File: config.mk
export PLATFORM = sky130hd
export DESIGN_NAME = uart_tx_frame_flat
export DESIGN_NICKNAME = d
export VERILOG_FILES = /design/src/rtl/uart_pkg.sv /design/src/rtl/uart_tx_frame_if.sv /design/src/rtl/uart_baud_tick.sv /design/src/rtl/uart_tx_frame.sv /design/src/flat_wrapper.sv
export SDC_FILE = /design/constraint.sdc
export NUM_CORES = 1
export LEC_CHECK = 0
export ABC_AREA = 1
export CORE_MARGIN = 2
export CORE_UTILIZATION = 55
export CTS_BUF_LIST = sky130_fd_sc_hd__clkbuf_2
export CTS_CLUSTER_DIAMETER = 60
export DETAILED_ROUTE_END_ITERATION = 10
export PLACE_DENSITY = 0.76
export SLEW_MARGIN = 20
export SYNTH_ARGS = -nofsm -noshare
export SYNTH_HDL_FRONTEND = slang
export SYNTH_HIERARCHICAL = 1
export SYNTH_SLANG_ARGS = --single-unit
File: constraint.sdc
create_clock -name CLOCK -period 2.18 [get_ports CLOCK]
set_clock_uncertainty 0.2 [all_clocks]
set_input_delay 0.436 -clock CLOCK [delete_from_list [all_inputs] [get_ports CLOCK]]
set_output_delay 0.436 -clock CLOCK [all_outputs]
set_load 0.03 [all_outputs]
File: src/rtl/uart_pkg.sv
// uart_pkg: shared UART state encoding, line levels and parity helper
// Contents: state_e (IDLE/START/DATA/STOP/PARITY), DATA_BITS, START_LVL,
// STOP_LVL, IDLE_LVL, even_par().
package uart_pkg;
  typedef enum logic [2:0] {IDLE, START, DATA, STOP, PARITY} state_e;
  localparam int DATA_BITS = 8;
  localparam logic START_LVL = 1'b0;
  localparam logic STOP_LVL = 1'b1;
  localparam logic IDLE_LVL = 1'b1;
  function automatic logic even_par(input logic [DATA_BITS-1:0] d);
    return ^d;
  endfunction
endpackage

File: src/rtl/uart_tx_frame_if.sv
// uart_tx_frame_if: host-side bus of the UART transmitter
// master (host): drives data_in, wr_en, clr_ovrflw; sees Tx, buf_full, tx_busy, overflow.
// slave (uart_tx_frame): the mirror image.
interface uart_tx_frame_if;
  logic [uart_pkg::DATA_BITS-1:0] data_in;
  logic wr_en;
  logic clr_ovrflw;
  logic Tx;
  logic buf_full;
  logic tx_busy;
  logic overflow;
  modport master (output data_in, wr_en, clr_ovrflw, input Tx, buf_full, tx_busy, overflow);
  modport slave (input data_in, wr_en, clr_ovrflw, output Tx, buf_full, tx_busy, overflow);
endinterface

File: src/rtl/uart_baud_tick.sv
// uart_baud_tick: bit-period counter, 0..CLKS_PER_BIT-1, tick on terminal count
// Ports: CLOCK, reset (sync, active-low), clr (hold counter at 0), tick (one-cycle strobe).
module uart_baud_tick #(
  parameter int CLKS_PER_BIT = 16,
  parameter int CNT_W = 16
) (
  input  logic CLOCK,
  input  logic reset,
  input  logic clr,
  output logic tick
);
  logic [CNT_W-1:0] cnt_q, cnt_d;
  assign tick = !clr && cnt_q == CNT_W'(CLKS_PER_BIT - 1);
  assign cnt_d = (clr || tick) ? '0 : cnt_q + 1'b1;
  always_ff @(posedge CLOCK) cnt_q <= !reset ? '0 : cnt_d;
endmodule

File: src/rtl/uart_tx_frame.sv
// uart_tx_frame: UART transmitter, one-byte holding buffer feeding an 8N1 LSB-first shifter
// Ports: CLOCK, reset (sync, active-low), bus (uart_tx_frame_if.slave:
// data_in/wr_en/clr_ovrflw in; Tx/buf_full/tx_busy/overflow out, all registered).
// Build option: define UART_TX_PARITY_EN to append an even-parity bit (11-bit frame).
module uart_tx_frame
  import uart_pkg::*;
#(
  parameter int CLKS_PER_BIT = 16,
  parameter int CNT_W = 16
) (
  input logic CLOCK,
  input logic reset,
  uart_tx_frame_if.slave bus
);
`ifdef UART_TX_PARITY_EN
  localparam bit PAR_EN = 1'b1;
`else
  localparam bit PAR_EN = 1'b0;
`endif
  state_e state_q, state_d;
  logic [DATA_BITS-1:0] buf_q, shift_q;
  logic [2:0] idx_q;
  logic tx_q, tx_d, full_q, busy_q, ovf_q, par_q;
  logic tick, last, load, accept;
  uart_baud_tick #(.CLKS_PER_BIT(CLKS_PER_BIT), .CNT_W(CNT_W)) u_tick (
    .CLOCK(CLOCK),
    .reset(reset),
    .clr(state_q == IDLE),
    .tick(tick)
  );
  assign last = idx_q == 3'(DATA_BITS - 1);
  always_comb begin
    state_d = state_q;
    case (state_q)
      IDLE:    state_d = full_q ? START : IDLE;
      START:   state_d = tick ? DATA : START;
      DATA:    state_d = (tick && last) ? (PAR_EN ? PARITY : STOP) : DATA;
      PARITY:  state_d = tick ? STOP : PARITY;
      STOP:    state_d = tick ? (full_q ? START : IDLE) : STOP;
      default: state_d = IDLE;
    endcase
  end
  // Entering START from IDLE or STOP is the only moment the buffer drains,
  // so a write on that same edge still finds room.
  assign load = state_d == START && state_q != START;
  assign accept = bus.wr_en && (!full_q || load);
  always_comb begin
    tx_d = tx_q;
    if (load) tx_d = START_LVL;
    else if (tick)
      tx_d = state_q == START ? shift_q[0] :
             state_q == DATA ? (last ? (PAR_EN ? par_q : STOP_LVL) : shift_q[1]) :
             STOP_LVL;
  end
  always_ff @(posedge CLOCK) begin
    if (!reset) begin
      state_q <= IDLE;
      buf_q <= '0;
      shift_q <= '0;
      idx_q <= '0;
      tx_q <= IDLE_LVL;
      full_q <= 1'b0;
      busy_q <= 1'b0;
      ovf_q <= 1'b0;
      par_q <= 1'b0;
    end else begin
      state_q <= state_d;
      tx_q <= tx_d;
      busy_q <= state_d != IDLE;
      full_q <= accept || (full_q && !load);
      ovf_q <= !bus.clr_ovrflw && (ovf_q || (bus.wr_en && !accept));
      if (accept) buf_q <= bus.data_in;
      if (load) begin
        shift_q <= buf_q;
        par_q <= even_par(buf_q);
      end else if (state_q == DATA && tick) shift_q <= shift_q >> 1;
      if (state_q == START) idx_q <= '0;
      else if (state_q == DATA && tick) idx_q <= idx_q + 1'b1;
    end
  end
  assign bus.Tx = tx_q;
  assign bus.buf_full = full_q;
  assign bus.tx_busy = busy_q;
  assign bus.overflow = ovf_q;
endmodule

File: src/flat_wrapper.sv
// flat-port wrapper written by rule: the top's interface ports become plain ports
module uart_tx_frame_flat import uart_pkg::*;
#(
  parameter int CLKS_PER_BIT = 16,
  parameter int CNT_W = 16
)
  (CLOCK, reset, bus_data_in, bus_wr_en, bus_clr_ovrflw, bus_Tx, bus_buf_full, bus_tx_busy, bus_overflow);
  uart_tx_frame_if bus_i ();
  input logic CLOCK;
  input logic reset;
  input wire logic [$bits(bus_i.data_in)-1:0] bus_data_in;
  input wire logic [$bits(bus_i.wr_en)-1:0] bus_wr_en;
  input wire logic [$bits(bus_i.clr_ovrflw)-1:0] bus_clr_ovrflw;
  output wire logic [$bits(bus_i.Tx)-1:0] bus_Tx;
  output wire logic [$bits(bus_i.buf_full)-1:0] bus_buf_full;
  output wire logic [$bits(bus_i.tx_busy)-1:0] bus_tx_busy;
  output wire logic [$bits(bus_i.overflow)-1:0] bus_overflow;
  assign bus_i.data_in = bus_data_in;
  assign bus_i.wr_en = bus_wr_en;
  assign bus_i.clr_ovrflw = bus_clr_ovrflw;
  assign bus_Tx = bus_i.Tx;
  assign bus_buf_full = bus_i.buf_full;
  assign bus_tx_busy = bus_i.tx_busy;
  assign bus_overflow = bus_i.overflow;
  uart_tx_frame #(.CLKS_PER_BIT(CLKS_PER_BIT), .CNT_W(CNT_W)) u_core (.CLOCK(CLOCK), .reset(reset), .bus(bus_i));
endmodule
Yosys cells after proc, flatten, opt, wreduce, memory -nomap -nowiden

Index checks and enable logic that the tools add are counted.

Register bits after elaboration: 42
Output and inout bits: 4
Logic and storage cells: 56

$add $sub $neg: 2
Equality and inequality tests: 8
Mux-type cells: 13
Bitwise operators: 1
Reduce and logical (&&, ||, !) cells: 23

Operator list:

| kind                                                                    | number |
|---|---|
| 16-bit by 1-bit adder with 16-bit output (second input constant)        | 1 |
| 16-bit by 4-bit equality test with 1-bit output (second input constant) | 1 |
| 8-bit two-way mux                                                       | 2 |
| 3-bit case mux with 5 select lines                                      | 1 |
| 1-bit logical AND                                                       | 8 |
| 1-bit two-way mux                                                       | 7 |
| 3-bit by 1-bit equality test with 1-bit output (second input constant)  | 2 |
| 3-bit by 2-bit equality test with 1-bit output (second input constant)  | 2 |
| 3-bit equality test (second input constant)                             | 2 |
| 3-bit two-way mux                                                       | 2 |
| 1-bit logical NOT                                                       | 5 |
| 1-bit logical OR                                                        | 4 |
| 2-bit nonzero test                                                      | 2 |
| 2-bit OR reduction                                                      | 2 |
| 3-bit by 1-bit adder with 3-bit output (second input constant)          | 1 |
| 3-bit logical NOT                                                       | 1 |
| 3-bit by 1-bit != test with 1-bit output (second input constant)        | 1 |
| 3-bit nonzero test                                                      | 1 |
| 2-bit two-way mux                                                       | 1 |
| 1-bit inverter                                                          | 1 |

Longest topological paths before layout

Gate-level depths: netlist of run 1.

Word-level depth: 14
Depth in mapped cells: 16

Hierarchy

Netlist of run 1, hierarchy kept.

Modules (own cells, without submodules):

| module         | instances | cells an instance | area each (um2) |
|---|---|---|---|
| uart_tx_frame  | 1         | 181               | 1372.6 |
| uart_baud_tick | 1         | 135               | 878.3 |

Least setup slack after synthesis of run 1

OpenSTA, ideal clock, no wires.

Path type: register to register
Start: reg u_core.u_tick.cnt_q[0]
End: reg u_core.buf_q[1]
Library setup time: 0.113 ns
Arrival time: 2.034 ns
Required time: 1.867 ns
Setup slack: -0.168 ns
Stages on the path, launching flop included: 16
Buffers on the path: 1
Cells stage by stage: dfxtp_1 -> ha_1 -> nand3_2 -> nor2_1 -> nand2_1 -> nor2_1 -> inv_2 -> o21ai_2 -> nand3_2 -> nor2_8 -> nand2_8 -> nand2_8 -> buf_12 -> nand3_2 -> nand2_1 -> nor2_2

Word-level cells in the longest chain between the ends: 9

Ends and longest elaborated chain:

| element                                             | RTL line             | source |
|---|---|---|
| from (decl)                                         | uart_baud_tick.sv:12 | `logic [CNT_W-1:0] cnt_q, cnt_d;` |
| from (signal assigned)                              | uart_baud_tick.sv:15 | `always_ff @(posedge CLOCK) cnt_q <= !reset ? '0 : cnt_d;` |
| 16-bit by 4-bit equality test with 1-bit output (*) | uart_baud_tick.sv:13 | `assign tick = !clr && cnt_q == CNT_W'(CLKS_PER_BIT - 1);` |
| 1-bit logical AND (*)                               | uart_baud_tick.sv:13 |  |
| via u_core.tick                                     | uart_tx_frame.sv:24  | `logic tick, last, load, accept;` |
| 1-bit logical AND                                   | uart_tx_frame.sv:37  | `DATA: state_d = (tick && last) ? (PAR_EN ? PARITY : STOP) : DATA;` |
| 1-bit two-way mux                                   | uart_tx_frame.sv:37  |  |
| 3-bit case mux with 5 select lines (*)              | uart_tx_frame.sv:34  | `case (state_q)` |
| 3-bit by 1-bit equality test with 1-bit output (*)  | uart_tx_frame.sv:45  | `assign load = state_d == START && state_q != START;` |
| 1-bit logical AND (*)                               | uart_tx_frame.sv:45  |  |
| 1-bit logical OR (*)                                | uart_tx_frame.sv:46  | `assign accept = bus.wr_en && (!full_q \|\| load);` |
| 1-bit logical AND (*)                               | uart_tx_frame.sv:46  |  |
| to (signal assigned)                                | uart_tx_frame.sv:72  | `if (accept) buf_q <= bus.data_in;` |
| to (decl)                                           | uart_tx_frame.sv:21  | `logic [DATA_BITS-1:0] buf_q, shift_q;` |

Mark *: on every way through the listed nets, which the timed path passes. The rest lies on a longest branch.
A chain may end at the register's enable or synchronous reset.

Final worst setup path of run 1

Start: reg u_core.u_tick.cnt_q[11]
End: reg u_core.shift_q[5]

Word-level cells in the longest chain between the ends: 8

Ends and longest elaborated chain:

| element                                                 | RTL line             | source |
|---|---|---|
| 16-bit by 4-bit equality test with 1-bit output (*)     | uart_baud_tick.sv:13 |  |
| 1-bit logical AND (*)                                   | uart_baud_tick.sv:13 |  |
| via u_core.tick                                         | uart_tx_frame.sv:24  |  |
| 1-bit logical AND                                       | uart_tx_frame.sv:37  |  |
| 1-bit two-way mux                                       | uart_tx_frame.sv:37  |  |
| 3-bit case mux with 5 select lines                      | uart_tx_frame.sv:34  |  |
| 3-bit by 1-bit equality test with 1-bit output          | uart_tx_frame.sv:45  |  |
| 1-bit logical AND                                       | uart_tx_frame.sv:45  |  |
| 8-bit two-way mux or 2-bit nonzero test (tied branches) | -                    |  |
| to (signal assigned)                                    | uart_tx_frame.sv:74  | `shift_q <= buf_q;` |
| to (signal assigned)                                    | uart_tx_frame.sv:76  | `end else if (state_q == DATA && tick) shift_q <= shift_q >> 1;` |
| to (decl)                                               | uart_tx_frame.sv:21  |  |

Marked as above.

==> results_dict.tcl, run 1 <==
set metrics [dict create \
    final_util_pct 72.3 \
    setup_ws_ns -0.125 \
    relSlewSlack_pct 63.2 \
    post-synth-top-area-cell "dfxtp_1" \
    p_sw_w 0.000432 \
    cts_hold_buffers 0 \
    clock_sinks 42 \
    crit_chain "inv_2, nand4_1, nor3_2, nand2_1, nor2_4, inv_4, o21ai_4, nand3_4, nor2_8, nand2_8, buf_6, nand2_4, nand2_2, a21oi_2" \
    drv_cap 0 \
    pwr-share-seq_pct 57.7 \
    grt_pass1_vias 1833 \
    area_growth_pct 27.5 \
    cts_buffers 5 \
    ant_nets 0 \
    die_h_um 68.0 \
    syn-cell-area_um2 2250 \
    violations "negative setup slack" \
    wire_per_inst_um 11.9 \
    power_density_nw_per_um2 501 \
    power_frac_comb_pct 20.8 \
    tightest_slew_ns 0.547 \
    route.detailed.drc 0 \
    peakVddDrop_mv 0.350 \
    cp_num_buf_inv 3 \
    worstHoldEndpoint "u_core/u_tick/cnt_q[15]$_SDFF_PP0_" \
    startpoint_type "flip-flop" \
    arrival_ns 2.43 \
    routed_wl_um 4980 \
    fin_crit_sh_pct 106 \
    worst_setup_path_end_kind "flip-flop" \
    critPathMaxStageDelay_ns 0.37 \
    yosys_warnings 6 \
    hold_path_class "flip-flop to flip-flop" \
    overflow 0 \
    dp_hpwl_um 3410 \
    syn_inst 316 \
    layout.nets 381 \
    clockBufferDepth 2 \
    hold_depth 3 \
    viasPerCell 5.12 \
    switching_share_pct 30.0 \
    drive_gt1_share_pct 31.1 \
    cp.depth 14 \
    synthArstFlopShare_pct 0 \
    setup_violations 17 \
    finalHoldViolCount 0 \
    cp_slowest_cell "dfxtp_2" \
    total_power_w 0.00144 \
    synth.distinct_cells 31 \
    leakagePower_nw 1.21 \
    vias 2133 \
    dp.cells 404 \
    synthFlopType "dfxtp_1" \
    antenna_found_initial 0 \
    worst-setup-path-type "flip-flop to flip-flop" \
    cts-root-buf "clkbuf_2" \
    crit_start "u_core/u_tick/cnt_q[11]$_SDFF_PP0_" \
    die_x_um 68.0 \
    ys_ff_latch 42 \
    cp.required_ns 2.30 \
    synth_enable_flop_cells 0 \
    die_area_um2 4620 \
    h-tree-depth 2 \
    syn_area_per_cell_um2 7.12 \
    cts_tree "yes" \
    period_minus_slack_ns 2.31 \
    gp_congestion 0.958 \
    yosysMostFrequentCell "nand2_1" \
    antenna_cells 0 \
    path_delay_family "simple AND/OR/NAND/NOR gates" \
    synth.cells.most_frequent "nand2_1, nor2_1, dfxtp_1, nand3_1, inv_1" \
    drt_iter0_markers 194 \
    io_pins 16 \
    clk_pin_slew_worst_paths_ns 0.20 \
    port_buffers 15 \
    p_int_w 0.00101 \
    start_util_pct 56.7 \
    fin_cells 417 \
    grt_pass1_wl_um 7790 \
    synthesis.nets 331 \
    rsz0062_at_grt "true" \
    drt_pass1_iterations 4 \
    clockPowerShare_pct 21.5 \
    grt_max_degree 19 \
    slew_viol_final 0 \
    tns_ns -1.57 \
    synth_seq_area_share_pct 37.4 \
    rows 23 \
    run_status "complete, but fails checks" \
    yosysTopAreaCellShare_pct 37.4 \
    synth_area_leaders "dfxtp_1, nand2_1, nor2_1, nand3_1, inv_1" \
    fmaxAchievable_ghz 0.434 \
    r2r_cells 14 \
    critPathMaxFanout 7 \
    r2r_end "u_core/shift_q[5]$_SDFFE_PN0P_" \
    rrSetupSlack_ns -0.13 \
    n_fill_cell 305 \
    min_from "u_core/u_tick/cnt_q[15]$_SDFF_PP0_" \
    core_um2 3970 \
    place_ws_ns -0.0810 \
    grt_use_total_pct 22.2 \
    r2r-start "u_core/u_tick/cnt_q[11]$_SDFF_PP0_" \
    insertion_delay_ns 0.38 \
]
-- state kept, by name, indices dropped and copies added, names as in the netlist --
signal,count
u_core/buf_q,8
u_core/idx_q,3
u_core/bus.overflow,1
u_core/bus.tx_busy,1
u_core/state_q,3
u_core/bus.buf_full,1
u_core/u_tick/cnt_q,16
u_core/bus.Tx,1
u_core/shift_q,8
-- per-layer routing --
metal  vias to the layer above  part of all wire [%]  GRT usage, %
met5                         -                     0             0
met4                         0                   1.0          6.00
met3                         8                   4.7          4.93
met2                        61                    49          36.5
met1                       963                    46          29.3
li1                       1101                     -             -
-- kinds of logic (layout without fill, tap and decap cells) --
kind of cell,after synthesis,count (layout),synth area share (%)
DFF,42,42,37.4
adders and majority gates,3,3,1.67
and+or+nand+nor,197,197,42.3
buffers and inverters,44,95,9.23
xor gates and xnor gates,7,7,2.72
AOI/OAI and AO/OA,23,23,6.73
-- layout make-up --
class                   instances  area, um2  share of cell area [%]
repair inverters                1       5.00                   0.174
multi-input cells             230       1330                    46.4
clock buffers                   5       25.0                   0.872
clock inverters                 3       11.3                   0.392
flip-flops and latches         42        852                    29.7
inverters                      35        138                    4.80
well taps                      50       62.6                    2.18
repair buffers                 51        445                    15.5
-- how the worst max path moves through the flow --
stage                                endpoint
3_3_place_gp   u_core/shift_q[2]$_SDFFE_PN0P_
2_1_floorplan    u_core/buf_q[1]$_SDFFE_PN0P_
5_1_grt          u_core/buf_q[4]$_SDFFE_PN0P_
3_5_place_dp   u_core/shift_q[2]$_SDFFE_PN0P_
6_report       u_core/shift_q[5]$_SDFFE_PN0P_
4_1_cts        u_core/shift_q[0]$_SDFFE_PN0P_
-- stage by stage --
step / instance area, um2 / hold WS (ns)
global route: 2870 / 0.328
global placement: 2650 / 0.265
floorplan: 2280 / 0.229
CTS: 2750 / 0.303
finish: 2870 / 0.302
detailed placement: 2650 / 0.276
-- what timing repair did --
item	in CTS	in global routing
gates cloned	0	1
setup buffers	3	1
endpoints found under the hold margin	0	0
resized for setup	13	37
pin swaps	7	14
endpoints found under the setup margin	16	24
-- power by group through the flow --
stage	clock [W]	combinational, W	sequential (W)
floorplan	0	0.000173	0.000856
global placement	0	0.000254	0.000845
detailed placement	0	0.000260	0.000846
CTS	0.000327	0.000272	0.000830
global route	0.000344	0.000327	0.000835
finish	0.000310	0.000299	0.000831
-- worst register-to-register path: cells and delay by family, from the launching register on --
kind / cells / cell delay, ns
simple gates: 9 / 1.08
flops: 1 / 0.37
compound gates: 2 / 0.32
buf+inv: 3 / 0.28
-- cells in the final DEF, fill, tap and decap left out, types with 2 or more instances in the layout --
master | Yosys | final
o21ai_1 | 1 | 3
nor3_1 | 3 | 2
inv_2 | 3 | 7
nand2_8 | 2 | 2
nor2_1 | 51 | 48
clkdlybuf4s50_1 | 0 | 14
buf_4 | 0 | 30
ha_1 | 3 | 2
nor3_2 | 1 | 2
xor2_1 | 3 | 3
nand2_2 | 3 | 12
inv_1 | 32 | 26
dfxtp_1 | 42 | 33
nand3b_1 | 5 | 5
a21oi_1 | 10 | 7
nand2_1 | 76 | 66
nand3_2 | 3 | 7
nand4_1 | 6 | 6
clkbuf_2 | 0 | 5
dfxtp_2 | 0 | 9
clkinv_1 | 0 | 3
nor2_4 | 3 | 5
a21oi_2 | 8 | 11
xnor2_1 | 4 | 4
and2_1 | 2 | 2
buf_6 | 3 | 6
nand3_4 | 0 | 2
nand2_4 | 1 | 2
nor2_2 | 7 | 8
nand3_1 | 33 | 27
(Power assumes the default switching activity.)
==> run 2: changes to the inputs <==
- ABC_CLOCK_PERIOD_IN_PS: default -> 2180
- CORE_MARGIN: 2 -> default
- PLACE_DENSITY: 0.76 -> 0.85
==> run 2 against run 1 <==
Net effect:
- the run still ends with negative setup slack left
- register-to-register slack got worse by 0.06 ns
- via count rose by 9.1%
- combinational power grew 1%
- die area shrank 5.8%
- sequential cell count stayed put
- cell count grew 1.2%
- maximum frequency is 2.5% lower
- power grew 8.8%
==> results_dict.tcl, run 2 (synthesis gave the netlist of run 1 again) <==
set metrics [dict create \
    run_status "complete, but fails checks" \
    violations "negative setup slack" \
    h-tree-depth 2 \
    clockBufferDepth 2 \
    relSlewSlack_pct 72.5 \
    p_int_w 0.00112 \
    route.detailed.drc 0 \
    r2r-start "u_core/u_tick/cnt_q[7]$_SDFF_PP0_" \
    antenna_cells 0 \
    clock_sinks 42 \
    largest_reg_flops 16 \
    die_h_um 66.0 \
    tns_ns -1.77 \
    final_common_cell "nand2_1" \
    gp_congestion 0.851 \
    clk_pin_slew_worst_paths_ns 0.20 \
    overflow 0 \
    fin_cells 422 \
    grt_pass1_wl_um 8330 \
    die_area_um2 4350 \
    fin_crit_sh_pct 108 \
    worst-setup-path-type "flip-flop to flip-flop" \
    r2r_cells 14 \
    peakVddDrop_mv 0.478 \
    rsz0062_at_grt "true" \
    dp.cells 402 \
    cp.required_ns 2.32 \
    pwr-share-seq_pct 53.4 \
    rrSetupSlack_ns -0.18 \
    hold_ws_ns 0.300 \
    p_sw_w 0.000444 \
    layout.nets 389 \
    slew_viol_final 0 \
    startpoint_type "flip-flop" \
    viasPerCell 5.52 \
    grt_use_total_pct 24.3 \
    worst_setup_path_end_kind "flip-flop" \
    setup_violations 20 \
    die_x_um 66.0 \
    area_growth_pct 31.2 \
    core_um2 3800 \
    largestRegisters "u_core/u_tick/cnt_q (16), u_core/buf_q (8), u_core/shift_q (8)" \
    drt_pass1_iterations 5 \
    vias 2328 \
    port_buffers 15 \
    cts_buffers 5 \
    r2r_end "u_core/shift_q[0]$_SDFFE_PN0P_" \
    power_frac_comb_pct 19.3 \
    cts-root-buf "clkbuf_2" \
    clockPowerShare_pct 27.3 \
    ant_nets 0 \
    switching_share_pct 28.3 \
    cts_hold_buffers 0 \
    drive_gt1_share_pct 33.7 \
    drv_cap 0 \
    period_minus_slack_ns 2.36 \
    fmaxAchievable_ghz 0.423 \
    cts_tree "yes" \
    grt_pass1_vias 2007 \
    start_util_pct 59.3 \
    top_register "u_core/u_tick/cnt_q" \
    worstHoldEndpoint "u_core/shift_q[4]$_SDFFE_PN0P_" \
    routed_wl_um 6030 \
    power_density_nw_per_um2 530 \
    min_from "u_core/shift_q[4]$_SDFFE_PN0P_" \
    critPathMaxFanout 8 \
    hold_path_class "flip-flop to flip-flop" \
    finalHoldViolCount 0 \
    io_pins 16 \
    grt_max_degree 18 \
    antenna_found_initial 0 \
    drt_iter0_markers 229 \
    insertion_delay_ns 0.39 \
    n_fill_cell 257 \
    final_cell_mix "nand2_1, nor2_1, buf_4, dfxtp_1, inv_1" \
    tightest_slew_ns 0.412 \
    rows 22 \
    wire_per_inst_um 14.3 \
    arrival_ns 2.50 \
    dp_hpwl_um 3420 \
    hold_depth 2 \
    setup_ws_ns -0.183 \
    leakagePower_nw 1.25 \
]
## run 2: how the worst max path moves through the flow
stage | cells past startpoint | startpoint | end | slack, ns
after detailed placement | 13 | u_core/u_tick/cnt_q[7]$_SDFF_PP0_ | u_core/shift_q[1]$_SDFFE_PN0P_ | -0.10
after CTS | 13 | u_core/u_tick/cnt_q[6]$_SDFF_PP0_ | u_core/shift_q[1]$_SDFFE_PN0P_ | 0.004
after global routing | 14 | u_core/u_tick/cnt_q[7]$_SDFF_PP0_ | u_core/shift_q[5]$_SDFFE_PN0P_ | -0.23
after global placement | 13 | u_core/u_tick/cnt_q[7]$_SDFF_PP0_ | u_core/shift_q[1]$_SDFFE_PN0P_ | -0.04
final | 14 | u_core/u_tick/cnt_q[7]$_SDFF_PP0_ | u_core/shift_q[0]$_SDFFE_PN0P_ | -0.18
after floorplan | 15 | u_core/u_tick/cnt_q[1]$_SDFF_PP0_ | u_core/buf_q[1]$_SDFFE_PN0P_ | -0.05
## run 2: area by class of cell
class	instances	area, um2	share of cell area [%]
inverters	35	138	4.66
flip-flops and latches	42	855	28.9
well taps	48	60.1	2.03
clock buffers	5	25.0	0.847
repair inverters	1	5.00	0.169
multi-input cells	231	1350	45.7
repair buffers	58	487	16.5
clock inverters	2	33.8	1.14
## run 2: what timing repair did
item	in CTS	in global routing
pin swaps	6	17
endpoints found under the hold margin	0	0
endpoints found under the setup margin	19	23
cloned	0	2
buffers inserted	2	9
resized for setup	12	37
## run 2: worst max-delay path, cell delays in order (launching register included)
cell and delay (ns):
dfxtp_2 0.38, nor2_4 0.14, nand2_2 0.06, nor3_2 0.18, nand2_2 0.09, nor2_4 0.14, inv_4 0.06, o21ai_2 0.18
nand3_2 0.17, nor2_8 0.19, nand2_8 0.10, buf_4 0.17, nand3_1 0.07, nand2_1 0.05, nor2_1 0.12
## run 2: power by group through the flow
stage                     Sequential [W]  Combinational, W  Clock [W]
after floorplan                 0.000856          0.000173          0
after global placement          0.000845          0.000249          0
after detailed placement        0.000846          0.000255          0
after CTS                       0.000830          0.000260   0.000433
after global routing            0.000839          0.000327   0.000470
final                           0.000836          0.000303   0.000427
## run 2: per-layer routing
metal / vias up / GRT usage, % / share of wire, %
li1: 1118 / - / -
met3: 16 / 3.28 / 7.3
met1: 1073 / 32.0 / 43
met5: - / 0 / 0
met2: 121 / 39.7 / 48
met4: 0 / 9.84 / 1.7
## run 2: per-stage QoR
step                util [%]  instance area [um2]  setup slack, ns  power (W)
floorplan                  -                 2280          -0.0496    0.00103
global placement        69.8                 2650          -0.0397    0.00109
detailed placement      69.8                 2650           -0.103    0.00110
CTS                     72.5                 2750          0.00380    0.00152
global route            77.7                 2950           -0.232    0.00164
finish                  77.7                 2950           -0.183    0.00157
==> run 3: changes to the inputs <==
- CTS_CLUSTER_SIZE: default -> 28
==> results of run 3 <==
No change in the layout: final DEF, timing and power equal those of run 2.
